<file path="src/rtl/ipacket_queue_if.sv">
// lc3b decode types plus the IF->ID queue handshake interface.
// The package lives here so it is compiled ahead of both the interface and the queue.
package lc3b_pkg;
  typedef enum logic [3:0] {
    op_br = 4'h0, op_add, op_ldb, op_stb, op_jsr, op_and, op_ldr, op_str,
    op_x, op_not, op_ldi, op_sti, op_jmp, op_shf, op_lea, op_trap
  } lc3b_opcode;

  // alu_pass is encoding 0 so an all-zero packet decodes as a pass-through
  typedef enum logic [3:0] {
    alu_pass = 4'h0, alu_add, alu_and, alu_not, alu_sll, alu_srl, alu_sra,
    alu_sub, alu_or, alu_xor
  } lc3b_aluop;

  typedef struct packed {
    lc3b_opcode  opcode;
    lc3b_aluop   aluop;
    logic [15:0] pc;            // address of the next sequential instruction
    logic [2:0]  dr_sr;         // inst[11:9], forced to R7 for JSR/TRAP
    logic [2:0]  sr1;           // inst[8:6]
    logic [2:0]  sr2;           // inst[2:0]
    logic        imm_sel;       // ADD/AND immediate form
    logic        load_regfile;
    logic        load_cc;
    logic        mem_read;
    logic        mem_write;
    logic [1:0]  pcmux_sel;     // 00 seq, 01 branch, 10 jsr, 11 jmp/trap
  } lc3b_ipacket;
endpackage

interface ipacket_queue_if #(parameter int DEPTH = 4);
  logic                       flush;
  logic                       in_valid;
  logic                       in_ready;
  logic [15:0]                in_inst;
  logic [15:0]                in_pc;
  logic                       out_valid;
  logic                       out_ready;
  lc3b_pkg::lc3b_ipacket      out_ipacket;
  logic [$clog2(DEPTH+1)-1:0] count;
  logic                       almost_full;

  modport master (
    output flush, in_valid, in_inst, in_pc, out_ready,
    input  in_ready, out_valid, out_ipacket, count, almost_full
  );
  modport slave (
    input  flush, in_valid, in_inst, in_pc, out_ready,
    output in_ready, out_valid, out_ipacket, count, almost_full
  );
endinterface

</file>
<file path="src/rtl/ipacket_queue.sv">
// IF->ID instruction queue with integrated lc3b decode of the head entry.
// Optional feature macro: IPQ_BYPASS_EN -- when the queue is empty the fetch
// entry is presented to ID in the same cycle and, if consumed, never written.
module ipacket_queue
  import lc3b_pkg::*;
#(
  parameter int DEPTH     = 4,
  parameter int AFULL_LVL = DEPTH - 1
) (
  input  logic           clk,
  input  logic           rst_n,
  ipacket_queue_if.slave q
);
  localparam int PW = $clog2(DEPTH);
  localparam int CW = $clog2(DEPTH + 1);
  localparam logic [CW-1:0] FULL_CNT  = CW'(DEPTH);
  localparam logic [CW-1:0] AFULL_CNT = CW'(AFULL_LVL);

  typedef struct packed {
    logic [15:0] inst;
    logic [15:0] pc;
  } ent_t;

  ent_t          mem [DEPTH];
  logic [PW-1:0] wr_ptr, rd_ptr;
  logic [CW-1:0] cnt;
  logic          byp, ovld, push, pop;
  ent_t          head;

  function automatic lc3b_ipacket decode(input logic [15:0] inst, input logic [15:0] pc);
    lc3b_ipacket p;
    p        = '0;
    p.aluop  = alu_pass;
    p.opcode = lc3b_opcode'(inst[15:12]);
    p.pc     = pc + 16'h2;
    p.dr_sr  = inst[11:9];
    p.sr1    = inst[8:6];
    p.sr2    = inst[2:0];
    case (p.opcode)
      op_add: begin
        p.aluop = alu_add; p.imm_sel = inst[5]; p.load_regfile = 1'b1; p.load_cc = 1'b1;
      end
      op_and: begin
        p.aluop = alu_and; p.imm_sel = inst[5]; p.load_regfile = 1'b1; p.load_cc = 1'b1;
      end
      op_not: begin
        p.aluop = alu_not; p.load_regfile = 1'b1; p.load_cc = 1'b1;
      end
      op_shf: begin
        p.load_regfile = 1'b1; p.load_cc = 1'b1;
        p.aluop = !inst[4] ? alu_sll : (inst[5] ? alu_sra : alu_srl);
      end
      op_x: begin
        p.load_regfile = 1'b1; p.load_cc = 1'b1;
        case (inst[5:3])
          3'b000:  p.aluop = alu_sub;
          3'b001:  p.aluop = alu_or;
          3'b010:  p.aluop = alu_xor;
          default: p.aluop = alu_pass;
        endcase
      end
      op_ldb, op_ldr, op_ldi: begin
        p.aluop = alu_add; p.mem_read = 1'b1; p.load_regfile = 1'b1; p.load_cc = 1'b1;
      end
      op_stb, op_str, op_sti: begin
        p.aluop = alu_add; p.mem_write = 1'b1;
      end
      op_lea: begin
        p.aluop = alu_add; p.load_regfile = 1'b1; p.load_cc = 1'b1;
      end
      op_br:  p.pcmux_sel = 2'b01;
      op_jsr: begin
        p.dr_sr = 3'b111; p.load_regfile = 1'b1; p.pcmux_sel = 2'b10;
      end
      op_jmp: p.pcmux_sel = 2'b11;
      op_trap: begin
        p.dr_sr = 3'b111; p.load_regfile = 1'b1; p.mem_read = 1'b1; p.pcmux_sel = 2'b11;
      end
      default: ;
    endcase
    return p;
  endfunction

  // handshake and head selection; reset and flush both mask the handshakes
  always_comb begin
    byp  = 1'b0;
    head = mem[rd_ptr];
`ifdef IPQ_BYPASS_EN
    byp = rst_n & ~q.flush & (cnt == '0);
    if (byp) head = '{inst: q.in_inst, pc: q.in_pc};
`endif
    q.in_ready    = rst_n & ~q.flush & (cnt != FULL_CNT);
    ovld          = byp ? q.in_valid : (rst_n & ~q.flush & (cnt != '0));
    q.out_valid   = ovld;
    q.almost_full = rst_n & (cnt >= AFULL_CNT);
    q.count       = cnt;
    q.out_ipacket = ovld ? decode(head.inst, head.pc) : '0;
    // a bypassed entry that ID takes is neither written nor popped
    push = q.in_valid & q.in_ready & ~(byp & q.out_ready);
    pop  = ovld & q.out_ready & ~byp;
  end

  // pointer / occupancy state; flush wins over push and pop
  always_ff @(posedge clk or negedge rst_n) begin
    if (!rst_n) begin
      wr_ptr <= '0;
      rd_ptr <= '0;
      cnt    <= '0;
    end else if (q.flush) begin
      wr_ptr <= '0;
      rd_ptr <= '0;
      cnt    <= '0;
    end else begin
      if (push) wr_ptr <= wr_ptr + PW'(1);
      if (pop)  rd_ptr <= rd_ptr + PW'(1);
      case ({push, pop})
        2'b10:   cnt <= cnt + CW'(1);
        2'b01:   cnt <= cnt - CW'(1);
        default: cnt <= cnt;
      endcase
    end
  end

  // storage is deliberately not reset
  always_ff @(posedge clk) begin
    if (push) mem[wr_ptr] <= '{inst: q.in_inst, pc: q.in_pc};
  end
endmodule

</file>
<file path="src/flat_wrapper.sv">
// flat-port wrapper written by rule: the top's interface ports become plain ports
module ipacket_queue_flat import lc3b_pkg::*;
#(
  parameter int DEPTH     = 4,
  parameter int AFULL_LVL = DEPTH - 1
)
  (clk, rst_n, q_flush, q_in_valid, q_in_inst, q_in_pc, q_out_ready, q_in_ready, q_out_valid, q_out_ipacket, q_count, q_almost_full);
  ipacket_queue_if #(.DEPTH(DEPTH)) q_i ();
  input  logic clk;
  input  logic rst_n;
  input wire logic [$bits(q_i.flush)-1:0] q_flush;
  input wire logic [$bits(q_i.in_valid)-1:0] q_in_valid;
  input wire logic [$bits(q_i.in_inst)-1:0] q_in_inst;
  input wire logic [$bits(q_i.in_pc)-1:0] q_in_pc;
  input wire logic [$bits(q_i.out_ready)-1:0] q_out_ready;
  output wire logic [$bits(q_i.in_ready)-1:0] q_in_ready;
  output wire logic [$bits(q_i.out_valid)-1:0] q_out_valid;
  output wire logic [$bits(q_i.out_ipacket)-1:0] q_out_ipacket;
  output wire logic [$bits(q_i.count)-1:0] q_count;
  output wire logic [$bits(q_i.almost_full)-1:0] q_almost_full;
  assign q_i.flush = q_flush;
  assign q_i.in_valid = q_in_valid;
  assign q_i.in_inst = q_in_inst;
  assign q_i.in_pc = q_in_pc;
  assign q_i.out_ready = q_out_ready;
  assign q_in_ready = q_i.in_ready;
  assign q_out_valid = q_i.out_valid;
  assign q_out_ipacket = q_i.out_ipacket;
  assign q_count = q_i.count;
  assign q_almost_full = q_i.almost_full;
  ipacket_queue #(.DEPTH(DEPTH), .AFULL_LVL(AFULL_LVL)) u_core (.clk(clk), .rst_n(rst_n), .q(q_i));
endmodule
</file>
<file path="config.mk">
export PLATFORM = sky130hd
export DESIGN_NAME = ipacket_queue_flat
export DESIGN_NICKNAME = d
export VERILOG_FILES = /design/src/rtl/ipacket_queue_if.sv /design/src/rtl/ipacket_queue.sv /design/src/flat_wrapper.sv
export SDC_FILE = /design/constraint.sdc
export NUM_CORES = 1
export LEC_CHECK = 0
export ABC_AREA = 1
export CORE_UTILIZATION = 50
export CTS_CLUSTER_DIAMETER = 200
export DETAILED_ROUTE_END_ITERATION = 16
export PLACE_DENSITY_LB_ADDON = 0.08
export SLEW_MARGIN = 15
export SYNTH_ARGS = -nofsm -noshare
export SYNTH_HDL_FRONTEND = slang
export SYNTH_SLANG_ARGS = --single-unit
</file>
<file path="constraint.sdc">
create_clock -name clk -period 5.4 [get_ports clk]
set_clock_uncertainty 0.1 [all_clocks]
set_input_delay 0.54 -clock clk [delete_from_list [all_inputs] [get_ports clk]]
set_output_delay 0.54 -clock clk [all_outputs]
set_load 0.005 [all_outputs]
</file>
* After elaboration in Yosys (flattened, before gate mapping)
Memory sizes are Yosys's and may differ from the RTL's.
Index checks and enable logic that the tools add are counted.
** Storage, ports and cells
- Output and inout port bits :: 46
- Register bits after elaboration :: 7
- Bits of input ports :: 37
- Word-level logic and storage cells :: 71
- Memories kept :: 1
- Memory bits (writable) :: 128
** Memory list
- u_core.mem :: depth 4, bits a word 32, rd ports 1, clocked after Yosys merged registers in 0, write ports 1, line ipacket_queue.sv:24 : ent_t mem [DEPTH];
** Cells by class
- Equality and inequality tests :: 20
- Multiplexer cells :: 20
- Bitwise gates (word level) :: 7
- $add $sub $neg :: 5
- Reductions and logical operators :: 14
- $lt $le $gt $ge :: 1
** Operator list (count)
- 2-to-1 mux 40 bit :: 1
- equality test 4 bit (second input constant) :: 8
- case mux 4 bit (5 select lines) :: 1
- adder 16 x 2 -> 16 bit (second input constant) :: 1
- equality test 4 x 3 -> 1 bit (second input constant) :: 4
- case mux 4 bit (3 select lines) :: 1
- OR reduction 11 bit :: 1
- 2-to-1 mux 2 bit :: 5
- OR reduction 9 bit :: 1
- equality test 4 x 2 -> 1 bit (second input constant) :: 2
- OR reduction 8 bit :: 1
- 2-to-1 mux 1 bit :: 7
- AND 1 bit :: 6
- 2-to-1 mux 3 bit :: 2
- case mux 2 bit (3 select lines) :: 1
- case mux 3 bit (2 select lines) :: 1
- nonzero test 3 bit :: 2
- OR reduction 2 bit :: 3
- adder 2 x 1 -> 2 bit (second input constant) :: 2
- equality test 4 x 1 -> 1 bit (second input constant) :: 1
- logical NOT 4 bit :: 1
- 2-to-1 mux 4 bit :: 1
- nonzero test 2 bit :: 2
- OR reduction 4 bit :: 1
- other kinds (11) :: 11

* Longest topological paths before layout
- Word-level depth :: 7
- Mapped depth :: 14
- Gate-level depth less buffers :: 12

* Worst setup path after synthesis
No wires, ideal clock.
- Path kind :: input port to flip-flop
- Start :: input port q_flush
- End :: memory u_core.mem[0][0] in the netlist's numbering, enable pin
- Data required time :: 4.879 ns
- Setup slack :: 2.395 ns
- Buffers on the path :: 0
- Arrival :: 2.484 ns
- Library setup time :: 0.421 ns
- Stages on the path :: 5
- Cell sequence :: inv_1 > nand2_1 > a31oi_1 > nand2_1 > nor2_1
** On the way
- Word-level cells in the longest chain between the ends :: 6
** RTL lines
- start, declared :: line flat_wrapper.sv:11 : input wire logic [$bits(q_i.flush)-1:0] q_flush;
- NOT 1 bit :: line ipacket_queue.sv:92 : q.in_ready = rst_n & ~q.flush & (cnt != FULL_CNT);
- AND 1 bit (2 in series) :: line ipacket_queue.sv:92
- named net q_in_ready :: line flat_wrapper.sv:16 : output wire logic [$bits(q_i.in_ready)-1:0] q_in_ready;
- AND 1 bit :: line ipacket_queue.sv:99 : push = q.in_valid & q.in_ready & ~(byp & q.out_ready);
- 2-to-1 mux 1 bit :: line ipacket_queue.sv:126 : if (push) mem[wr_ptr] <= '{inst: q.in_inst, pc: q.in_pc};
- 2-to-1 mux 1 bit (not written as such) :: line ipacket_queue.sv:126
- end, declared :: line ipacket_queue.sv:24
The timed path passes the listed nets, and every way through them passes these cells.

* Final worst setup path
- Start :: register u_core.rd_ptr[0]
- End :: output port q_out_ipacket[31]
** On the way
- Word-level cells in the longest chain between the ends :: 3
** RTL lines
- start, declared :: line ipacket_queue.sv:25 : logic [PW-1:0] wr_ptr, rd_ptr;
- start signal, assigned :: line ipacket_queue.sv:115 : if (pop) rd_ptr <= rd_ptr + PW'(1);
- memory read (4 x 32 bit)
- adder 16 x 2 -> 16 bit :: line ipacket_queue.sv:35 : p.pc = pc + 16'h2;
- 2-to-1 mux 40 bit :: line ipacket_queue.sv:97 : q.out_ipacket = ovld ? decode(head.inst, head.pc) : '0;
- end, declared :: line flat_wrapper.sv:18 : output wire logic [$bits(q_i.out_ipacket)-1:0] q_out_ipacket;
Every way passes these cells.

==> impl_metrics.ini <==
[status]
outcome = finished clean

[route]
post_drt_via_cell_ratio = 5.26
vias = 4364
antenna_left = 0
drt-pass1-iter-count = 6
wirelength_um = 13400
drc_errors = 0
post_drt_wl_per_cell_um = 16.2
drt-initial-drc-count = 297

[cts]
htree_levels = 4
clk_path_buf_depth = 2
postCtsHoldBufs = 0
path_clk_slew_ps = 60
ctsResizeCount = 0
cts.sinks = 135
cts_root_buffer = clkbuf_16
cts_tree = yes
clkLatencyLatePin_ps = 410
post-cts-setup-buffers = 0
cts_made_buffers = 17

[global_routing]
grt-ovfl-total = 0
grt_usage_pct = 22.7
grt_max_degree = 67
antenna_found_initial = 0
grt_pass1_vias = 4340
grt_pass1_wl_um = 21500

[floorplan]
core_area_um2 = 12000
num_rows = 40
die_area_um2 = 12800
dieWidth_um = 113
die_y_um = 113
io_pins = 83
initial_core_util_pct = 51.4

[logic_synthesis]
synth-seq-cells = 135
syn_area_um2 = 6180
synth_area_per_cell_um2 = 10.5
synth_nets = 632
syn_inst = 589
yosys_warnings = 0
yosysUniqueCellTypes = 37
ys_seq_area_share_pct = 65.0

[timing]
rsz0062_at_grt = false
hold_viol = 0
fin_tns_setup_ps = 0
relSlewSlack_pct = 25.2
fmax_ghz = 0.249
maxSlewViolCount = 0
layout_min_cycle_time_ps = 4010
fin_crit_sh_pct = 74.3
setup_viol = 0
worst_slew_pin_slew_ps = 1120

[power_and_ir_drop]
powerDensity_nw_per_um2 = 319
p_total_uw = 2420
leakage_uw = 0.00280
peakVddDrop_v = 0.000257

[cells_and_area]
nNetsFinal = 712
drive_gt1_share_pct = 8.65
area_growth_pct = 22.6
num-fill-cells = 969
finish.instance_area_um2 = 7580
num_antenna_cells = 0

[run]
maxCapViolCount = 0

[critical_path]
cp-end-kind = primary output
path_class = reg2out
rrSetupSlack_ps = 2870
critPathArrivalTime_ps = 3370
crit_required_ps = 4760
start_kind = register
critPathMaxFanout = 66

[placement]
place_hpwl_um = 8120
routabilityCongestion = 0.769
port_buffers = 82
dpl_cell_area_um2 = 7040

[hold_path]
hold_class = in2async
[per-stage QoR]
stage,hold WS [ps],std cells,worst slack (ps),utilization (%)
floorplan,144,589,2390,-
global placement,518,797,1720,58.6
detailed placement,530,797,1730,58.6
CTS,334,829,1360,63.1
global route,350,829,1100,63.1
finish,334,829,1390,63.1
[worst max-delay path, stage by stage (launching register included)]
cell	delay, ps
dfrtp_2	730
inv_6	500
nand2_1	100
nand3_1	90
nand2_1	90
inv_1	130
ha_1	230
inv_1	80
nor2_1	190
nand2_1	80
nand2_1	60
nand2_1	60
nor2_2	70
clkdlybuf4s50_1	500
[report_power, final]
group | internal, uW | switching (uW) | total, uW
Clock | 630 | 405 | 1030
Combinational | 88.1 | 118 | 206
Sequential | 1160 | 11.9 | 1180
[registers in the layout, summed over array words and instances, names as in the netlist]
name and count:
u_core.wr_ptr 2, u_core.q.count 3, u_core.mem 128, u_core.rd_ptr 2
[cell families (layout without fill, tap and decap cells)]
kind of cell / Yosys count / after routing / share of synthesized area (%)
fa+ha+maj: 6 / 6 / 1.34
xor+xnor: 4 / 4 / 0.567
buf+inv: 68 / 161 / 5.97
flops: 135 / 135 / 65.0
simple gates: 304 / 304 / 20.7
compound gates: 72 / 72 / 6.44
[layer usage]
layer	up-vias	wire (um)	global-route usage [%]
li1	2156	-	-
met1	2040	5670	27.2
met2	141	6780	39.2
met3	27	674	5.89
met4	0	293	8.95
met5	-	0	0
[path summary, 6_finish.rpt]
| path | startpoint | end | depth (start not counted) |
|---|---|---|---|
| min | rst_n | u_core.wr_ptr[1]$_DFFE_PN0P_ | 1 |
| max | u_core.rd_ptr[0]$_DFFE_PN0P_ | q_out_ipacket[31] | 13 |
| min reg2reg | u_core.wr_ptr[1]$_DFFE_PN0P_ | u_core.wr_ptr[1]$_DFFE_PN0P_ | 2 |
| max in group asynchronous | rst_n | u_core.rd_ptr[0]$_DFFE_PN0P_ | 1 |
| max reg2reg | u_core.q.count[0]$_DFFE_PN0P_ | u_core.q.count[2]$_DFFE_PN0P_ | 12 |
| min in group clk | u_core.wr_ptr[1]$_DFFE_PN0P_ | u_core.wr_ptr[1]$_DFFE_PN0P_ | 2 |
[cell usage after synthesis]
cell,n,area [um^2]
and2_1,1,6.26
a32oi_1,1,8.76
a21boi_1,1,7.51
nor2_4,1,11.3
nor2_1,76,285
o31ai_1,1,7.51
ha_1,5,62.6
xnor2_1,1,8.76
o22ai_1,3,18.8
dfrtp_1,7,175
inv_1,40,150
nor4_1,1,6.26
nand3_1,52,260
nor2_2,10,62.6
buf_6,7,78.8
xor2_1,3,26.3
nand2_1,149,559
edfxtp_1,128,3840
inv_6,1,8.76
o21ai_2,1,8.76
nand3b_1,1,7.51
inv_2,2,7.51
o211ai_1,4,30.0
nor3_1,3,15.0
clkbuf_1,5,18.8
o21a_1,3,22.5
buf_12,2,40.0
a21boi_0,1,7.51
nand4_1,1,6.26
o21ai_0,32,160
nand2_2,9,56.3
a31oi_1,1,6.26
o21ai_1,4,20.0
fa_1,1,20.0
buf_4,4,30.0
buf_2,7,35.0
a21oi_1,20,100
[cell usage in the layout (no fill, tap or decap), types with 2 or more instances in the layout]
| master | instances |
|---|---|
| o22ai_1 | 3 |
| nor3_1 | 3 |
| o211ai_1 | 4 |
| clkbuf_1 | 3 |
| o21ai_1 | 4 |
| o21a_1 | 3 |
| o21ai_0 | 32 |
| nor2_2 | 11 |
| xor2_1 | 3 |
| ha_1 | 5 |
| nand2_1 | 149 |
| inv_1 | 40 |
| inv_2 | 2 |
| inv_6 | 3 |
| edfxtp_1 | 128 |
| nor2_1 | 72 |
| clkinv_4 | 3 |
| buf_4 | 4 |
| nor2_4 | 4 |
| dfrtp_1 | 6 |
| clkinv_2 | 2 |
| clkdlybuf4s50_1 | 82 |
| clkbuf_16 | 17 |
| a21oi_1 | 20 |
| clkinv_1 | 3 |
| nand3_1 | 52 |
| nand2_2 | 9 |
[area by class of cell]
class                   instances  area (um^2)  area share (%)
clock buffers                  20          437            5.76
clock inverters                12          103            1.35
inverters                      43          166            2.20
multi-input cells             386         1820            24.0
flip-flops and latches        135         4020            53.1
well taps                     147          184            2.43
repair buffers                 86          851            11.2
Note: power is estimated with default switching activity, not from simulation.
